## config.mk

```make
export PLATFORM = sky130hd
export DESIGN_NAME = fir_stream_ctrl
export DESIGN_NICKNAME = d
export VERILOG_FILES = /design/src/rtl/fir_pkg.sv /design/src/rtl/fir_out_fifo.sv /design/src/rtl/fir_stream_ctrl.sv
export SDC_FILE = /design/constraint.sdc
export NUM_CORES = 1
export LEC_CHECK = 0
export BUFFER_PORTS_ARGS = -buffer_cell sky130_fd_sc_hd__clkbuf_2
export CAP_MARGIN = 10
export CORE_MARGIN = 1.5
export CORE_UTILIZATION = 38
export DETAILED_ROUTE_END_ITERATION = 7
export HOLD_SLACK_MARGIN = 0.08
export PLACE_DENSITY = 0.63
export SYNTH_ARGS = -nofsm -noshare
export SYNTH_HDL_FRONTEND = slang
export SYNTH_SLANG_ARGS = --single-unit
```

## constraint.sdc

```tcl
create_clock -name clk -period 2.9 [get_ports clk]
set_clock_uncertainty 0.15 [all_clocks]
set_input_delay 0.58 -clock clk [delete_from_list [all_inputs] [get_ports clk]]
set_output_delay 0.58 -clock clk [all_outputs]
set_load 0.05 [all_outputs]
```

## src/rtl/fir_pkg.sv

```systemverilog
// Shared definitions for the FIR stream controller.
//   FIR_LATENCY : default number of fir_enable edges from sample accept to its y on fir_y
//   FIR_DATA_W  : default sample width (Q1.15 signed)
//   FIR_TAPS    : tap count of the attached FIR datapath
//   state_t     : controller FSM states
//   tok_t       : per-slot token carried alongside a sample through the FIR
package fir_pkg;

   localparam int unsigned FIR_LATENCY = 9;
   localparam int unsigned FIR_DATA_W  = 16;
   localparam int unsigned FIR_TAPS    = 16;

   typedef enum logic [1:0] {
      ST_IDLE,
      ST_RUN,
      ST_FLUSH
   } state_t;

   typedef struct packed {
      logic valid;
      logic last;
   } tok_t;

endpackage

```

## src/rtl/fir_out_fifo.sv

```systemverilog
// First-word fall-through output buffer.
//   clk, rst  : clock, synchronous active-high reset
//   push      : write push_data this cycle (caller guarantees not full)
//   push_data : entry to write
//   pop       : consume the head entry (ignored when empty)
//   rd_data   : head entry, valid whenever empty is low
//   empty     : no entries held
//   count     : number of entries held, 0..DEPTH
module fir_out_fifo #(
   parameter int unsigned DEPTH = 4,
   parameter int unsigned WIDTH = 17
) (
   input  logic                       clk,
   input  logic                       rst,
   input  logic                       push,
   input  logic [WIDTH-1:0]           push_data,
   input  logic                       pop,
   output logic [WIDTH-1:0]           rd_data,
   output logic                       empty,
   output logic [$clog2(DEPTH):0]     count
);

   localparam int unsigned AW = $clog2(DEPTH);
   localparam int unsigned CW = AW + 1;

   logic [WIDTH-1:0] mem [DEPTH];
   logic [AW-1:0]    wr_ptr;
   logic [AW-1:0]    rd_ptr;
   logic             pop_ok;

   assign empty   = (count == '0);
   assign pop_ok  = pop & ~empty;
   assign rd_data = mem[rd_ptr];

   // Depth is a power of two, so the pointers wrap on natural overflow.
   always_ff @(posedge clk) begin
      if (rst) begin
         wr_ptr <= '0;
         rd_ptr <= '0;
         count  <= '0;
      end else begin
         if (push) begin
            mem[wr_ptr] <= push_data;
            wr_ptr      <= wr_ptr + AW'(1);
         end
         if (pop_ok) begin
            rd_ptr <= rd_ptr + AW'(1);
         end
         case ({push, pop_ok})
            2'b10:   count <= count + CW'(1);
            2'b01:   count <= count - CW'(1);
            default: count <= count;
         endcase
      end
   end

endmodule

```

## src/rtl/fir_stream_ctrl.sv

```systemverilog
// Streaming controller wrapping a fixed-latency FIR datapath.
//   clk, rst     : clock, synchronous active-high reset
//   s_valid/s_ready/s_data/s_last : input sample stream
//   fir_enable   : advance strobe to the FIR datapath
//   fir_x        : sample presented to the FIR (zero when not enabled)
//   fir_y        : FIR result, LATENCY enables behind its input
//   m_valid/m_ready/m_data/m_last : filtered output stream
//   busy         : controller not idle or output buffer non-empty
//   frame_count  : completed frames, wraps at 16 bits
// A token shift register tracks which FIR output slots carry real samples;
// after a frame's last sample the FIR is zero-stuffed until that sample exits.
module fir_stream_ctrl
   import fir_pkg::*;
#(
   parameter int unsigned LATENCY    = FIR_LATENCY,
   parameter int unsigned FIFO_DEPTH = 4,
   parameter int unsigned DATA_W     = FIR_DATA_W
) (
   input  logic              clk,
   input  logic              rst,
   input  logic              s_valid,
   output logic              s_ready,
   input  logic [DATA_W-1:0] s_data,
   input  logic              s_last,
   output logic              fir_enable,
   output logic [DATA_W-1:0] fir_x,
   input  logic [DATA_W-1:0] fir_y,
   output logic              m_valid,
   input  logic              m_ready,
   output logic [DATA_W-1:0] m_data,
   output logic              m_last,
   output logic              busy,
   output logic [15:0]       frame_count
);

   localparam int unsigned CW = $clog2(FIFO_DEPTH) + 1;

   state_t            state;
   state_t            state_next;
   tok_t              tok [LATENCY];
   logic [CW-1:0]     fifo_count;
   logic              fifo_empty;
   logic [DATA_W:0]   fifo_head;
   logic              space;
   logic              accept;
   logic              push;
   logic              push_last;

   // Space comes from the registered count only, so m_ready never reaches s_ready.
   assign space     = (32'(fifo_count) < FIFO_DEPTH);
   assign push_last = push & tok[LATENCY-1].last;

   always_comb begin
      state_next = state;
      s_ready    = 1'b0;
      accept     = 1'b0;
      fir_enable = 1'b0;
      fir_x      = '0;
      push       = 1'b0;
      if (!rst) begin
         case (state)
            ST_IDLE, ST_RUN: begin
               s_ready = space;
               accept  = s_valid & space;
               if (accept) begin
                  fir_enable = 1'b1;
                  fir_x      = s_data;
                  state_next = s_last ? ST_FLUSH : ST_RUN;
               end
            end
            ST_FLUSH: begin
               fir_enable = space;
            end
            default: state_next = ST_IDLE;
         endcase
         push = fir_enable & tok[LATENCY-1].valid;
         if (push_last) begin
            state_next = ST_IDLE;
         end
      end
   end

   always_ff @(posedge clk) begin
      if (rst) begin
         state <= ST_IDLE;
      end else begin
         state <= state_next;
      end
   end

   always_ff @(posedge clk) begin
      if (rst) begin
         for (int unsigned i = 0; i < LATENCY; i++) begin
            tok[i] <= '0;
         end
      end else if (fir_enable) begin
         tok[0] <= '{valid: accept, last: s_last & accept};
         for (int unsigned i = 1; i < LATENCY; i++) begin
            tok[i] <= tok[i-1];
         end
      end
   end

   always_ff @(posedge clk) begin
      if (rst) begin
         frame_count <= '0;
      end else if (push_last) begin
         frame_count <= frame_count + 16'd1;
      end
   end

   fir_out_fifo #(
      .DEPTH (FIFO_DEPTH),
      .WIDTH (DATA_W + 1)
   ) u_fifo (
      .clk       (clk),
      .rst       (rst),
      .push      (push),
      .push_data ({fir_y, tok[LATENCY-1].last}),
      .pop       (m_valid & m_ready),
      .rd_data   (fifo_head),
      .empty     (fifo_empty),
      .count     (fifo_count)
   );

   // Outputs are forced quiet during the reset cycle, before the FIFO clears.
   assign m_valid = ~rst & ~fifo_empty;
   assign m_data  = m_valid ? fifo_head[DATA_W:1] : '0;
   assign m_last  = m_valid & fifo_head[0];
   assign busy    = ~rst & ((state != ST_IDLE) | ~fifo_empty);

endmodule

```

### After elaboration in Yosys (flattened, before gate mapping)

Memories as Yosys holds them, arrays and structs flattened. A register that Yosys moved wholly into a read port is not among the register bits.
Index checks and enable logic that the tools add are counted.

* add/subtract/negate cells: 5
* $lt $le $gt $ge: 1
* equality and inequality tests: 5
* muxes and demuxes: 36
* bitwise operators: 22
* reduce and logical (&&, ||, !) cells: 7

Operators with widths (number)
* $mux 16: 4
* $mux 2: 13
* $add 16x1->16 const B: 1
* $mux 1: 16
* $or 1x1->1: 10
* $and 1x1->1: 9
* $pmux 3 s2: 1
* $add 2x1->2 const B: 2
* $eq 2x1->1 const B: 2
* $eq 2x2->1 const B: 2
* $pmux 2 s2: 1
* $reduce_bool 2->1: 2
* $reduce_or 2->1: 2
* $add 3x1->3 const B: 1
* $logic_not 3->1: 1
* $lt 3x3->1 const B: 1
* $not 1->1: 3
* $sub 3x1->3 const B: 1
* $logic_not 2->1: 1
* $ne 2x2->1 const B: 1
* $pmux 1 s2: 1
* $reduce_and 2->1: 1

* bits in registers: 25
* RAM bits: 86
* input port bits: 37
* output and inout port bits: 53
* word-level logic and storage cells: 83
* memories: 2

Memory list
* u_fifo.mem: depth 4, bits a word 17, read ports 1, clocked after memory_dff 1, wr ports 1, RTL line fir_out_fifo.sv:26 `logic [WIDTH-1:0] mem [DEPTH];`
* tok: depth 9, bits a word 2, read ports 9, clocked after memory_dff 0, wr ports 9, RTL line fir_stream_ctrl.sv:40 `tok_t tok [LATENCY];`

### Depth between registers and ports, before layout

* depth in word-level cells: 10
* depth in mapped cells: 9
* depth with buffers taken out: 9

### Modules after synthesis

A second synthesis with hierarchy kept.

* cells, all modules: 321
* area, all modules: 4748.3 sq um

Modules (own cells, without submodules)
* fir_out_fifo: instances 1, cells an instance 139, area each 2939.1 sq um, seq. area each 2222.1 sq um
* fir_stream_ctrl: instances 1, cells an instance 182, area each 1809.2 sq um, seq. area each 900.9 sq um

### Least setup slack after synthesis

OpenSTA, ideal clock, no wires.

* path type: input to output
* start point: in rst
* end point: out m_data[10]
* arrival: 2134 ps
* slack: 36 ps
* stages on the path: 4
* path buffers: 2
* cell sequence: clkbuf_1 nor2_1 clkbuf_1 and2_1

* cells in the longest elaborated chain, start to end: 3

RTL lines
* start, declared: RTL line fir_stream_ctrl.sv:20 `input logic rst,`
* $not 1->1: RTL line fir_stream_ctrl.sv:127 `assign m_valid = ~rst & ~fifo_empty;`
* $and 1x1->1: RTL line fir_stream_ctrl.sv:127
* named net m_valid: RTL line fir_stream_ctrl.sv:28 `output logic m_valid,`
* $mux 16: RTL line fir_stream_ctrl.sv:128 `assign m_data = m_valid ? fifo_head[DATA_W:1] : '0;`
* end, declared: RTL line fir_stream_ctrl.sv:30 `output logic [DATA_W-1:0] m_data,`

The timed path passes the listed nets, and every way through them passes these cells.

==> run summary <==
die height = 114 um
Die ar. = 13,000 um2
Rows = 40
Total Routing Usage GR = 14.7%
First DRT Iteration DRCs = 181
Synth Flop Type = edfxtp_1
peak fanout along the critical path = 17
RSZ-0062 raised after global routing = false
Place WS = 0.232 ns
GP Congestion = 0.723
WL met3 = 589 um
vias in the first global route = 2,996
Netlist Area Pre-Place = 4690 um2
Final Hold Fails = 0
synthesized instance count = 318
peak supply drop = 0.369 mV
Pwr per Cell Area = 671 nW/um2
DP Wirelength = 5.57 mm
Final nets = 467
# setup viols final = 0
top cells by count, synth = edfxtp_1, and2_1, dfxtp_1
CTS root buffer = clkbuf_16
min Tclk post-route = 2.76 ns
TritonCTS clock tree = done
largest area contributor in the netlist = edfxtp_1
met2 routed WL = 4.23 mm
top-area cell type share of the netlist area = 55.0%
initial antenna violation count = 0
Post-Syn Nets = 362
sequential share of the synthesized area = 66.6%
ANT cells = 0
Mean Syn Cell Area = 14.8 um2
relative slew slack = 70.7%
leading cell type by number of instances after synthesis = edfxtp_1
core box area = 12,000 um2
Detail Route Antenna Nets = 0
first-pass GRT wire length = 14.4 mm
Post-CTS Setup Bufs = 0
max cap viols = 0
CTS Hold Bufs = 0
clock slew at reported path FFs = 0.05 ns
Reg-to-Reg Start = u_fifo.count[2]$_SDFFE_PP0P_
CTS max path bufs = 2
CTS Buf Count = 17
max-slew violations = 0
CP startpoint kind = register
DR vias = 2,991
input/output buffers = 89
status = complete, no violations
largest net degree at the start of global routing = 20
Starting Density = 39.1%
area grow syn2layout = 27.4%
Post-CTS Resized = 0
Metal-1 WL = 3.94 mm
unique cell type count in the Yosys netlist = 40
final worst-path setup slack = 0.142 ns
Final period util = 95.1%
fraction of layout cells with a size suffix above 1 = 36.1%
worst hold path type = in -> reg
die span in x = 114 um
Crit path required time = 2.17 ns
flip-flop and latch count after synthesis = 113
global route overflow = 0
final wirelength = 8.85 mm
Yosys warning count = 0
drt pass-1 iters = 4
final core occ = 49.8%
Post-synth EDFFs = 86
final sum of negative setup slack = 0 ns
async set-reset flop share out of synthesis = 0%
fmax = 0.363 GHz
I/O pins = 90
Crit Path Class = reg -> out
H-tree Lvls = 4
top sig layer = met4
routed wire length per instance = 15.2 um
DRC = 0
CP endpoint kind = primary output
Leak = 2.26 nW
critical path arrival = 2.03 ns
synth top area cells = edfxtp_1, dfxtp_1, mux4_2
Slew @ Worst Pin = 0.438 ns
later-pin clock latency in the skew report = 0.40 ns
Vias/cell = 5.14
HP Start = fir_y[4]
clock sink count = 113
==> final cells by class <==
class,count,area (um2)
inverters,12,45.0
multi-input cells,177,1450
clock inverters,14,131
clock buffers,17,425
well taps,147,184
fillers,1028,6030
flip-flops and latches,113,3120
repair buffers,102,618
==> sequential cells by signal, summed over array words and instances, names as in the netlist, named ones only <==
| signal | cells |
|---|---|
| u_fifo.mem | 68 |
| tok | 18 |
| u_fifo.wr_ptr | 2 |
| u_fifo.rd_ptr | 2 |
| u_fifo.count | 3 |
| frame_count | 16 |
| state | 2 |
==> path summary, 6_finish.rpt <==
check,slack (ns),endpoint,cells after the start
max,0.14,m_data[5],4
min,0.25,u_fifo.mem[2][5]$_DFFE_PP_,1
max reg2reg,0.35,u_fifo.count[2]$_SDFFE_PP0P_,8
min reg2reg,0.33,frame_count[15]$_SDFFE_PP0P_,1
==> worst max-delay path: stages (launching register included) <==
cell and delay [ns]:
dfxtp_1 0.31, buf_4 0.33, mux4_2 0.58, and2_1 0.17, clkbuf_2 0.23
==> routing by layer <==
layer | global-route usage, % | vias up
met5 | 0 | -
met4 | 5.50 | 0
met3 | 4.45 | 12
met2 | 24.7 | 123
met1 | 17.9 | 1442
li1 | - | 1414
==> through the flow <==
step	hold WS, ns	std cells	instance area [um2]	total power, mW
after global placement	0.308	551	5420	2.11
after CTS	0.227	582	5980	4.06
after floorplan	0.310	318	4690	2.02
final	0.250	582	5980	4.01
after detailed placement	0.318	551	5420	2.12
after global routing	0.234	582	5980	4.17
==> kinds of logic (layout without fill, tap and decap cells) <==
kind of cell,Yosys count,after routing,share of synthesized area (%)
AO/OA/AOI/OAI,39,39,5.57
XOR/XNOR,7,7,1.31
adder cells (fa/ha/maj),7,7,2.03
buffers and inverters,28,145,2.48
flip-flops,113,113,66.6
multiplexers,18,18,8.37
AND/OR/NAND/NOR,106,106,13.7
==> where the power goes <==
group          switching, mW  internal [mW]  total [mW]
clock network          0.745           1.18        1.93
registers             0.0179           1.79        1.81
logic                  0.182         0.0950       0.277
==> layout by cell type, fill, tap and decap left out, types with 2 or more instances in the layout <==
cell / n
ha_1: 6
or4_1: 5
and4_1: 2
xor2_1: 3
dfxtp_1: 27
clkbuf_2: 84
clkbuf_16: 17
nand3_1: 6
nand2b_1: 2
or3_1: 6
a21oi_1: 17
nor2_1: 12
nand2_1: 7
clkinv_4: 3
buf_4: 13
nor3_1: 3
clkinvlp_4: 4
o31ai_1: 6
edfxtp_1: 86
and2_1: 39
clkinv_2: 2
a211oi_1: 2
and3_1: 17
xnor2_1: 4
inv_6: 4
mux4_2: 17
buf_12: 5
inv_1: 12
nand4_1: 2
o21ai_0: 7
Note: power is estimated with default switching activity, not from simulation.
